==> config.mk <==
export PLATFORM = sky130hd
export DESIGN_NAME = open_ntt_poly_unload
export DESIGN_NICKNAME = d
export VERILOG_FILES = /design/src/rtl/open_ntt_poly_unload.sv
export SDC_FILE = /design/constraint.sdc
export NUM_CORES = 1
export LEC_CHECK = 0
export BUFFER_PORTS_ARGS = -buffer_cell sky130_fd_sc_hd__buf_2
export CAP_MARGIN = 40
export CORE_ASPECT_RATIO = 1.25
export CORE_UTILIZATION = 40
export DETAILED_ROUTE_END_ITERATION = 6
export RECOVER_POWER = 50
export SETUP_SLACK_MARGIN = 0.5
export SLEW_MARGIN = 30
export SYNTH_ARGS = -nofsm -noshare
export SYNTH_HDL_FRONTEND = slang
export SYNTH_SLANG_ARGS = --single-unit
==> constraint.sdc <==
create_clock -name clk -period 7.5 [get_ports clk]
set_input_delay 0.375 -clock clk [delete_from_list [all_inputs] [get_ports clk]]
set_output_delay 0.375 -clock clk [all_outputs]
set_load 0.02 [all_outputs]
==> src/rtl/open_ntt_poly_unload.sv <==
// open_ntt_poly_unload: streams a poly memory to the host in natural or bit-reversed word order.
module open_ntt_poly_unload #(
    parameter int LOGN = 10,
    parameter int LOGQ = 128,
    parameter int PE = 1,
    parameter int NUM_POLY_MEMS = 2,
    parameter int MAX_NUM_POLY_MEMS = 4,
    localparam int SW = $clog2(MAX_NUM_POLY_MEMS),
    localparam int AW = LOGN - $clog2(PE),
    localparam int DW = PE * LOGQ
) (
    input  logic          clk,
    input  logic          rst,
    input  logic          start_i,
    input  logic [SW-1:0] mem_sel_i,
    input  logic          bitrev_i,
    output logic          busy_o,
    output logic          done_o,
    output logic          err_o,
    output logic          rd_en_o,
    output logic [SW-1:0] rd_sel_o,
    output logic [AW-1:0] rd_addr_o,
    input  logic [DW-1:0] rd_data_i,
    output logic [DW-1:0] m_data_o,
    output logic          m_valid_o,
    output logic          m_last_o,
    input  logic          m_ready_i
);
    typedef enum logic [1:0] {IDLE, RUN, DRAIN} state_t;
    state_t state, state_nx;
    logic [AW-1:0] cnt, rev;
    logic rbit, pend, pend_last, wp, rp, pop, sel_ok, accept, room;
    logic [DW-1:0] fifo_q [2];
    logic [1:0] lst_q, occ;

    assign pop = m_valid_o && m_ready_i;
    assign sel_ok = {1'b0, mem_sel_i} < (SW+1)'(NUM_POLY_MEMS);
    assign accept = state == IDLE && start_i && !done_o && sel_ok;
    // a word leaving this cycle frees its slot, which keeps the stream at one word per cycle
    assign room = occ + {1'b0, pend} - {1'b0, pop} < 2'd2;
    assign busy_o = state != IDLE || done_o;
    assign m_valid_o = occ != 2'd0;
    assign m_data_o = fifo_q[rp];
    assign m_last_o = m_valid_o && lst_q[rp];
    assign rd_addr_o = rbit ? rev : cnt;

    always_comb begin
        rev = '0;
        for (int i = 0; i < AW; i++) rev[i] = cnt[AW-1-i];
    end

    always_ff @(posedge clk or posedge rst)
        if (rst) state <= IDLE;
        else state <= state_nx;

    always_comb begin
        state_nx = state == IDLE ? (accept ? RUN : IDLE)
                 : state == RUN  ? (rd_en_o && cnt == '1 ? DRAIN : RUN)
                 : (pop && m_last_o ? IDLE : DRAIN);
    end

    always_comb begin
        rd_en_o = state == RUN && room;
    end

    always_ff @(posedge clk or posedge rst) begin
        if (rst) begin
            cnt <= '0;
            rbit <= 1'b0;
            rd_sel_o <= '0;
            pend <= 1'b0;
            pend_last <= 1'b0;
            done_o <= 1'b0;
            err_o <= 1'b0;
            fifo_q <= '{default: '0};
            lst_q <= '0;
            wp <= 1'b0;
            rp <= 1'b0;
            occ <= '0;
        end else begin
            done_o <= state == DRAIN && pop && m_last_o;
            err_o <= state == IDLE && start_i && !done_o && !sel_ok;
            pend <= rd_en_o;
            pend_last <= rd_en_o && cnt == '1;
            if (accept) begin
                cnt <= '0;
                rbit <= bitrev_i;
                rd_sel_o <= mem_sel_i;
            end else if (rd_en_o) begin
                cnt <= cnt + AW'(1);
            end
            if (pend) begin
                fifo_q[wp] <= rd_data_i;
                lst_q[wp] <= pend_last;
                wp <= ~wp;
            end
            if (pop) rp <= ~rp;
            occ <= occ + {1'b0, pend} - {1'b0, pop};
        end
    end
endmodule

==> results of run 1 <==
metal layers:
layer  track usage, %  up-vias
li1                 -     3444
met1             20.5     3794
met2             29.2      198
met3             4.41       48
met4             5.56        4
met5                0        -
cell usage in the layout (no fill, tap or decap), types with 4 or more instances in the layout:
| cell | instances |
|---|---|
| nor2_1 | 9 |
| inv_1 | 4 |
| buf_2 | 275 |
| nand3_1 | 4 |
| bufinv_16 | 5 |
| mux2_2 | 394 |
| nand2_1 | 27 |
| clkinv_2 | 8 |
| clkbuf_8 | 5 |
| dfrtp_1 | 281 |
| mux2i_1 | 8 |
| clkbuf_1 | 13 |
| clkbuf_16 | 29 |
registers in the layout (all words and copies together), names as in the netlist, 2 cells and up:
name	cells
cnt	10
fifo_q	256
lst_q	2
occ	2
rd_sel_o	2
state	2
Yosys cell counts:
cell,n,area [sq um]
nand3_2,2,20.0
and3_1,2,12.5
mux2_4,2,30.0
clkbuf_1,5,18.8
or3_1,1,6.26
mux2i_1,8,80.1
a21o_1,1,7.51
ha_1,2,25.0
nor3_1,2,10.0
nand3_1,4,20.0
nor3_2,1,10.0
nand2_4,1,11.3
inv_1,5,18.8
nand4_1,2,12.5
and2_1,1,6.26
xnor2_1,3,26.3
dfrtp_1,281,7030
buf_1,1,3.75
mux2_2,394,4440
nand2_1,26,97.6
nor2b_1,2,12.5
nand2b_1,2,12.5
a211o_1,1,8.76
nor2_1,9,33.8
or2_2,1,6.26
o21ai_0,3,15.0
and4_1,1,8.76
xor2_1,1,8.76
a21oi_1,2,10.0
nor3b_1,1,7.51
buf_2,38,190
metrics by stage:
| step | power, uW | cells | utilization (%) | setup WS [ns] | area [sq um] |
|---|---|---|---|---|---|
| floorplan | 5250 | 805 | - | 3.40 | 12200 |
| global placement | 6190 | 1448 | 46.5 | 4.58 | 14000 |
| detailed placement | 6280 | 1452 | 46.9 | 4.74 | 14100 |
| CTS | 7840 | 1505 | 50.3 | 4.15 | 15100 |
| global route | 8210 | 1511 | 50.2 | 2.52 | 15100 |
| finish | 7720 | 1511 | 50.2 | 2.92 | 15100 |
final cells by class:
type	count	area, sq um
Sequential cell	281	7030
Inverter	5	20.0
Tap cell	401	502
Clock inverter	15	208
Multi-Input combinational cell	475	4920
Antenna cell	3	7.51
Timing Repair Buffer	295	1570
Fill cell	2740	15000
Clock buffer	36	802
kinds of logic (layout without fill, tap and decap cells):
group,after synthesis,after routing,synth area share (%)
other cells,0,3,0
flops,281,281,57.6
xor+xnor,4,4,0.287
fa+ha+maj,2,2,0.205
buf+inv,49,351,1.90
simple gates,58,58,2.36
compound gates,7,7,0.338
mux,404,404,37.3
critical path, delay by kind of cell (launching register included):
family / cells / cell delay (ns)
muxes: 1 / 0.36
buffers and inverters: 3 / 2.87
DFF: 1 / 0.41
and+or+nand+nor: 1 / 0.79
final timing paths:
kind / cells after the start / slack, ns / end / start
min: 3 / 0.04 / rbit$_DFFE_PP0P_ / bitrev_i
min reg2reg: 2 / 0.48 / rd_sel_o[0]$_DFFE_PP0P_ / rd_sel_o[0]$_DFFE_PP0P_
max: 5 / 2.92 / fifo_q[95]$_DFFE_PP0P_ / pend$_DFF_PP0_
max in group asynchronous: 5 / 4.17 / fifo_q[69]$_DFFE_PP0P_ / rst
min in group asynchronous: 3 / 0.48 / fifo_q[56]$_DFFE_PP0P_ / rst
max reg2reg: 5 / 2.92 / fifo_q[95]$_DFFE_PP0P_ / pend$_DFF_PP0_
power breakdown:
part | leakage (uW) | total (uW) | internal [uW] | switching [uW]
Clock | 0.000506 | 1510 | 926 | 588
Sequential | 0.00331 | 2670 | 2270 | 397
Combinational | 0.00299 | 3540 | 1770 | 1770
repair_timing:
| item | 4_1_cts | 5_1_grt |
|---|---|---|
| endpoints found under the hold margin | 15 | 0 |
| hold buffers | 2 | 0 |
| setup endpoints to repair | 0 | 0 |
==> results.sh, run 1 <==
export IMPL_status="finished, violations left"
export IMPL_violations="capacitance limit, slew limit"
export IMPL_fp_coreArea_sq_um=30000
export IMPL_slew_headroom_pct=-84.7
export IMPL_cts_sinks=281
export IMPL_timing_max_cap_violations=4
export IMPL_synth_seq_cells=281
export IMPL_io_pins=281
export IMPL_wl_met3_um=1860
export IMPL_post_drt_wl_per_cell_um=17.5
export IMPL_clk_latency_ns=0.54
export IMPL_gr_total_overflow=0
export IMPL_cts_tree="built"
export IMPL_start_util_pct=40.6
export IMPL_syn_area_sq_um=12200
export IMPL_synth_cell_types=31
export IMPL_numCtsBuffers=29
export IMPL_critPathSlowestCell="clkbuf_1"
export IMPL_highest_layer="met5"
export IMPL_h_tree_depth=1
export IMPL_cts_resized=0
export IMPL_fin_hold_ws_ns=0.0356
export IMPL_root_buffer="clkbuf_16"
export IMPL_clkTransAtPathRegs_ns=0.06
export IMPL_endpoint_kind="flip-flop"
export IMPL_power_density_nw_per_um2=513
export IMPL_syn_nets=942
export IMPL_drtPass1Iterations=4
export IMPL_hold_class="input port to flip-flop"
export IMPL_wirelength_um=26400
export IMPL_path_cells="nand2_1 -> clkbuf_1 -> buf_4 -> buf_12 -> mux2_2"
export IMPL_syn_avg_cell_area_sq_um=15.2
export IMPL_antenna_found_initial=5
export IMPL_ir_drop_v=0.000263
export IMPL_synth_yosys_seq_area_share_pct=57.6
export IMPL_worstSetupPathType="flip-flop to flip-flop"
export IMPL_fmax_mhz=218
export IMPL_required_ns=7.91
export IMPL_drtIter0Drc=286
export IMPL_track_usage_pct=17.0
export IMPL_rows=71
export IMPL_leakage_uw=0.00681
export IMPL_die_w_um=158
export IMPL_start_kind="flip-flop"
export IMPL_final_nets=1224
export IMPL_ant_nets=0
export IMPL_clockBufferDepth=3
export IMPL_synth_cells=805
export IMPL_period_minus_slack_ns=4.58
export IMPL_drive_gt1_share_pct=65.9
export IMPL_met2WireLength_um=13300
export IMPL_die_area_sq_um=31200
export IMPL_cts_setup_buffers=0
export IMPL_wl_met1_um=10500
export IMPL_vias=7488
export IMPL_hpwl_um=17500
export IMPL_cp_data_arrival_time_ns=4.99
export IMPL_grt_pass1_wl_um=42000
export IMPL_port_buffers=280
export IMPL_drv_slew=154
export IMPL_routed_via_density=4.96
export IMPL_drcViolationCount=0
export IMPL_worstMarginPinSlew_ns=2.77
export IMPL_die_height_um=197
export IMPL_max_stage_delay_ns=1.81
export IMPL_yosys_warnings=0
export IMPL_fin_crit_sh_pct=61.1
export IMPL_place_congestion=0.719
export IMPL_synthToLayoutAreaGrowth_pct=23.5
export IMPL_hold_violations=0
export IMPL_grt_pass1_vias=7920
export IMPL_grt_max_degree=166
export IMPL_finClkSkew_ns=0.00827
export IMPL_setup_tns_ns=0
export IMPL_rsz0062_at_grt="no"
export IMPL_setup_violations=0
export IMPL_critPathMaxFanout=40
Note: power is estimated with default switching activity, not from simulation.
==> inputs of run 2 (changes only) <==
==> constraint.sdc (replaced) <==
create_clock -name clk -period 4.8 [get_ports clk]
set_input_delay 0.24 -clock clk [delete_from_list [all_inputs] [get_ports clk]]
set_output_delay 0.24 -clock clk [all_outputs]
set_load 0.02 [all_outputs]
==> run 2 against run 1 <==
Against the previous run:
- the run still ends with capacitance limit, slew limit left
- worst hold slack better by 0.054 ns
- critical path depth decreased by 1
- sequential share of layout area fell by 3.9 points
- combinational power up 59%
- via count increased by 5.9%
- worst setup slack got worse by 0.98 ns
- die area unchanged
- clock skew is 0.0056 ns higher
- routed wire length is 2.5% higher
- fmax grew 60%
- largest power group unchanged
- highest routed layer is now met4
==> results.sh, run 2 (same netlist as run 1, synthesis figures left out) <==
export IMPL_status="finished, violations left"
export IMPL_violations="capacitance limit, slew limit"
export IMPL_drv_slew=60
export IMPL_die_w_um=158
export IMPL_vias=7927
export IMPL_fmax_mhz=350
export IMPL_reg_top3="fifo_q x256, cnt x10"
export IMPL_post_drt_wl_per_cell_um=16.5
export IMPL_clk_latency_ns=0.55
export IMPL_drtPass1Iterations=4
export IMPL_clkTransAtPathRegs_ns=0.06
export IMPL_die_height_um=197
export IMPL_layout_commonest_cell="mux2_2"
export IMPL_cts_sinks=281
export IMPL_dpl_instance_area_sq_um=14100
export IMPL_io_pins=281
export IMPL_worstSetupPathType="flip-flop to flip-flop"
export IMPL_fp_coreArea_sq_um=30000
export IMPL_setup_violations=0
export IMPL_final_cell_mix="mux2_2, dfrtp_1, buf_2"
export IMPL_timing_max_cap_violations=2
export IMPL_grt_pass1_vias=8601
export IMPL_drtIter0Drc=247
export IMPL_largest_register_ffs=256
export IMPL_required_ns=5.22
export IMPL_setup_tns_ns=0
export IMPL_synthToLayoutAreaGrowth_pct=34.7
export IMPL_routed_via_density=4.83
export IMPL_cts_setup_buffers=0
export IMPL_num_antenna_cells=0
export IMPL_clockBufferDepth=3
export IMPL_grt_pass1_wl_um=43800
export IMPL_finClkSkew_ns=0.0139
export IMPL_leakage_uw=0.00737
export IMPL_cts_tree="built"
export IMPL_root_buffer="clkbuf_16"
export IMPL_holdPathStages=3
export IMPL_setup_ws_ns=1.94
export IMPL_final_area_sq_um=16400
export IMPL_start_kind="flip-flop"
export IMPL_hold_class="input port to flip-flop"
export IMPL_endpoint_kind="flip-flop"
export IMPL_power_density_nw_per_um2=742
export IMPL_die_area_sq_um=31200
export IMPL_numCtsBuffers=30
export IMPL_hpwl_um=17400
export IMPL_fin_cells=1640
export IMPL_dp_cells=1451
export IMPL_drcViolationCount=0
export IMPL_wirelength_um=27100
export IMPL_period_minus_slack_ns=2.86
export IMPL_cp_data_arrival_time_ns=3.27
export IMPL_rsz0062_at_grt="no"
export IMPL_fin_hold_ws_ns=0.0897
export IMPL_ir_drop_v=0.000410
export IMPL_largest_register="fifo_q"
export IMPL_pre_cts_ws_ns=2.50
export IMPL_worstMarginPinSlew_ns=1.94
export IMPL_h_tree_depth=1
export IMPL_critPathMaxFanout=42
export IMPL_final_nets=1354
export IMPL_antenna_found_initial=0
export IMPL_fin_crit_sh_pct=59.5
export IMPL_grt_max_degree=144
export IMPL_port_buffers=280
export IMPL_rows=71
export IMPL_slew_headroom_pct=-29.2
export IMPL_hold_violations=0
export IMPL_start_util_pct=40.6
export IMPL_track_usage_pct=17.5
export IMPL_place_congestion=0.723
export IMPL_drive_gt1_share_pct=59.0
export IMPL_ant_nets=0
export IMPL_gr_total_overflow=0
export IMPL_ff2ff_path_depth=4
run 2: changes by cell type in the layout (fill, tap and decap cells not counted), sizes merged:
| cell | previous run | this run |
|---|---|---|
| clkinvlp | 1 | 3 |
| clkinv | 9 | 4 |
| dlygate4sd3 | 2 | 134 |
| buf | 282 | 283 |
| bufinv | 5 | 3 |
| clkbuf | 47 | 52 |
| diode | 3 | 0 |
| inv | 5 | 4 |
run 2: layout make-up:
cell class                      count  area, sq um
Multi-Input combinational cell    475         4920
Clock buffer                       45          908
Inverter                            5         20.0
Sequential cell                   281         7040
Timing Repair Buffer              424         2920
Fill cell                        2621        13600
Tap cell                          401          502
Clock inverter                      9          125
run 2: what timing repair did:
action | 4_1_cts | 5_1_grt
hold endpoints to repair | 287 | 0
hold buffers | 134 | 0
gates resized for setup | 0 | 0
run 2: power breakdown:
group	switching, uW	internal, uW
Clock	931	1460
Sequential	629	3550
Combinational	2790	2840
run 2: per-stage QoR:
step	utilization, %	total power (uW)
after CTS	54.8	12400
after global routing	54.7	13000
after floorplan	-	8210
after global placement	46.6	9690
after detailed placement	46.9	9830
final	54.7	12200
run 2: final timing paths:
check / end / slack (ns) / start
setup reg to reg: fifo_q[185]$_DFFE_PP0P_ / 1.94 / pend$_DFF_PP0_
hold / removal: cnt[0]$_DFFE_PP0P_ / 0.09 / mem_sel_i[1]
hold reg to reg: done_o$_DFF_PP0_ / 0.48 / state[0]$_DFF_PP0_
setup / recovery: fifo_q[185]$_DFFE_PP0P_ / 1.94 / pend$_DFF_PP0_
min in group asynchronous: fifo_q[0]$_DFFE_PP0P_ / 0.54 / rst
max in group asynchronous: fifo_q[88]$_DFFE_PP0P_ / 2.89 / rst
run 2: routing by layer:
| metal | vias to the layer above | share of wire [%] | global-route usage (%) |
|---|---|---|---|
| met5 | - | 0 | 0 |
| met4 | 0 | 1.9 | 4.67 |
| met2 | 190 | 51 | 31.1 |
| li1 | 3695 | - | - |
| met3 | 35 | 5.5 | 3.64 |
| met1 | 4007 | 42 | 21.3 |
run 2: worst max-delay path: stages (launching register included):
cell and delay [ns]:
dfrtp_1 0.40, nor2b_1 0.18, clkbuf_1 1.40, buf_16 0.32, mux2_2 0.37
==> inputs of run 3 (changes only) <==
==> constraint.sdc (replaced) <==
create_clock -name clk -period 2.75 [get_ports clk]
set_input_delay 0.1375 -clock clk [delete_from_list [all_inputs] [get_ports clk]]
set_output_delay 0.1375 -clock clk [all_outputs]
set_load 0.02 [all_outputs]
==> run 3 against run 2 <==
Against the previous run:
- the run now ends clean
- cell area is 0.84% higher
- worst setup slack got worse by 1.4 ns
- worst hold slack better by 0.15 ns
- routed wire length up 2.2%
- total power up 76%
- register-to-register slack lost 1.4 ns
- via count increased by 1.5%
- clock power is 74% higher
- largest cell class unchanged
==> results.sh, run 3 (same netlist as run 1, synthesis figures left out) <==
export IMPL_grt_max_degree=83
export IMPL_start_kind="flip-flop"
export IMPL_final_cell_mix="mux2_2, dfrtp_1, buf_2"
export IMPL_drcViolationCount=0
export IMPL_fmax_mhz=449
export IMPL_slew_headroom_pct=4.70
export IMPL_timing_max_cap_violations=0
export IMPL_setup_tns_ns=0
export IMPL_vias=8049
export IMPL_wirelength_um=27700
export IMPL_hpwl_um=17900
export IMPL_die_area_sq_um=31200
export IMPL_pre_cts_ws_ns=0.972
export IMPL_endpoint_kind="output port"
export IMPL_power_density_nw_per_um2=1300
export IMPL_synthToLayoutAreaGrowth_pct=35.8
export IMPL_root_buffer="clkbuf_16"
export IMPL_fin_hold_ws_ns=0.236
export IMPL_hold_class="input port to async pin"
export IMPL_io_pins=281
export IMPL_ff2ff_path_depth=6
export IMPL_finClkSkew_ns=0.00672
export IMPL_drive_gt1_share_pct=59.5
export IMPL_drtIter0Drc=192
export IMPL_place_congestion=0.735
export IMPL_final_area_sq_um=16600
export IMPL_fp_coreArea_sq_um=30000
export IMPL_final_nets=1373
export IMPL_final_core_util_pct=55.2
export IMPL_h_tree_depth=1
export IMPL_largest_register_ffs=256
export IMPL_critPathMaxFanout=16
export IMPL_numCtsBuffers=29
export IMPL_drtPass1Iterations=4
export IMPL_fin_crit_sh_pct=81.1
export IMPL_rows=71
export IMPL_start_util_pct=40.6
export IMPL_layout_commonest_cell="mux2_2"
export IMPL_grt_pass1_vias=8679
export IMPL_track_usage_pct=17.8
export IMPL_reg_top3="fifo_q x256, cnt x10"
export IMPL_cts_sinks=281
export IMPL_clockBufferDepth=3
export IMPL_die_height_um=197
export IMPL_cp_data_arrival_time_ns=2.09
export IMPL_port_buffers=280
export IMPL_drv_slew=0
export IMPL_antenna_found_initial=1
export IMPL_required_ns=2.61
export IMPL_period_minus_slack_ns=2.23
export IMPL_die_w_um=158
export IMPL_cts_resized=0
export IMPL_hold_violations=0
export IMPL_setup_ws_ns=0.520
export IMPL_clk_latency_ns=0.55
export IMPL_post_drt_wl_per_cell_um=16.7
export IMPL_ir_drop_v=0.000794
export IMPL_ant_nets=0
export IMPL_clkTransAtPathRegs_ns=0.06
export IMPL_cts_tree="built"
export IMPL_rsz0062_at_grt="no"
export IMPL_dpl_instance_area_sq_um=14200
export IMPL_largest_register="fifo_q"
export IMPL_routed_via_density=4.85
export IMPL_grt_pass1_wl_um=44300
export IMPL_setup_violations=0
export IMPL_worstMarginPinSlew_ns=1.43
export IMPL_gr_total_overflow=0
export IMPL_status="finished clean"
export IMPL_leakage_uw=0.00746
export IMPL_worstSetupPathType="flip-flop to output port"
run 3: cell count changes in the layout (fill, tap and decap cells not counted), sizes merged:
cell,delta
bufinv,+2
clkinvlp,-1
buf,+8
clkinv,+7
dlygate4sd3,+3
diode,+1
run 3: final cells by class:
class                           count  area (sq um)
Clock buffer                       36           802
Timing Repair Buffer              444          3070
Multi-Input combinational cell    475          4930
Clock inverter                     17           213
Tap cell                          401           502
Sequential cell                   281          7030
Inverter                            5          20.0
Antenna cell                        1          2.50
Fill cell                        2567         13500
run 3: worst paths after layout:
path | startpoint | to | slack (ns)
setup / recovery | rp$_DFFE_PP0P_ | m_data_o[126] | 0.52
hold / removal | rst | fifo_q[16]$_DFFE_PP0P_ | 0.24
max in group asynchronous | rst | fifo_q[65]$_DFFE_PP0P_ | 0.78
min in group clk | rd_data_i[55] | fifo_q[183]$_DFFE_PP0P_ | 0.37
setup reg to reg | state[1]$_DFF_PP0_ | rbit$_DFFE_PP0P_ | 0.54
hold reg to reg | state[0]$_DFF_PP0_ | done_o$_DFF_PP0_ | 0.48
run 3: repair_timing:
item | 4_1_cts | 5_1_grt
pin swaps | 0 | 2
setup endpoints to repair | 98 | 7
hold buffers | 137 | 0
setup buffers | 1 | 5
gates cloned | 0 | 0
hold endpoints to repair | 301 | 0
run 3: metal layers:
| metal | GRT usage (%) | vias to the layer above | share of wire (%) |
|---|---|---|---|
| met5 | 0 | - | 0 |
| met4 | 6.52 | 0 | 2.8 |
| met3 | 4.08 | 46 | 6.4 |
| met2 | 31.0 | 206 | 50 |
| met1 | 21.1 | 4066 | 41 |
| li1 | - | 3731 | - |
run 3: worst max-delay path, cell delays in order (launching register included):
cell and delay [ns]:
dfrtp_1 0.67, buf_4 0.34, mux2_2 0.37, buf_2 0.16
run 3: stage by stage:
stage          cells  total power, uW
3_3_place_gp    1463            17100
6_report        1660            21500
3_5_place_dp    1463            17200
4_1_cts         1654            21700
2_1_floorplan    805            14300
5_1_grt         1660            22800
run 3: power by group:
group / leakage [uW] / switching (uW) / internal, uW
logic: 0.00363 / 5020 / 5100
clock network: 0.000510 / 1640 / 2530
registers: 0.00331 / 1020 / 6190
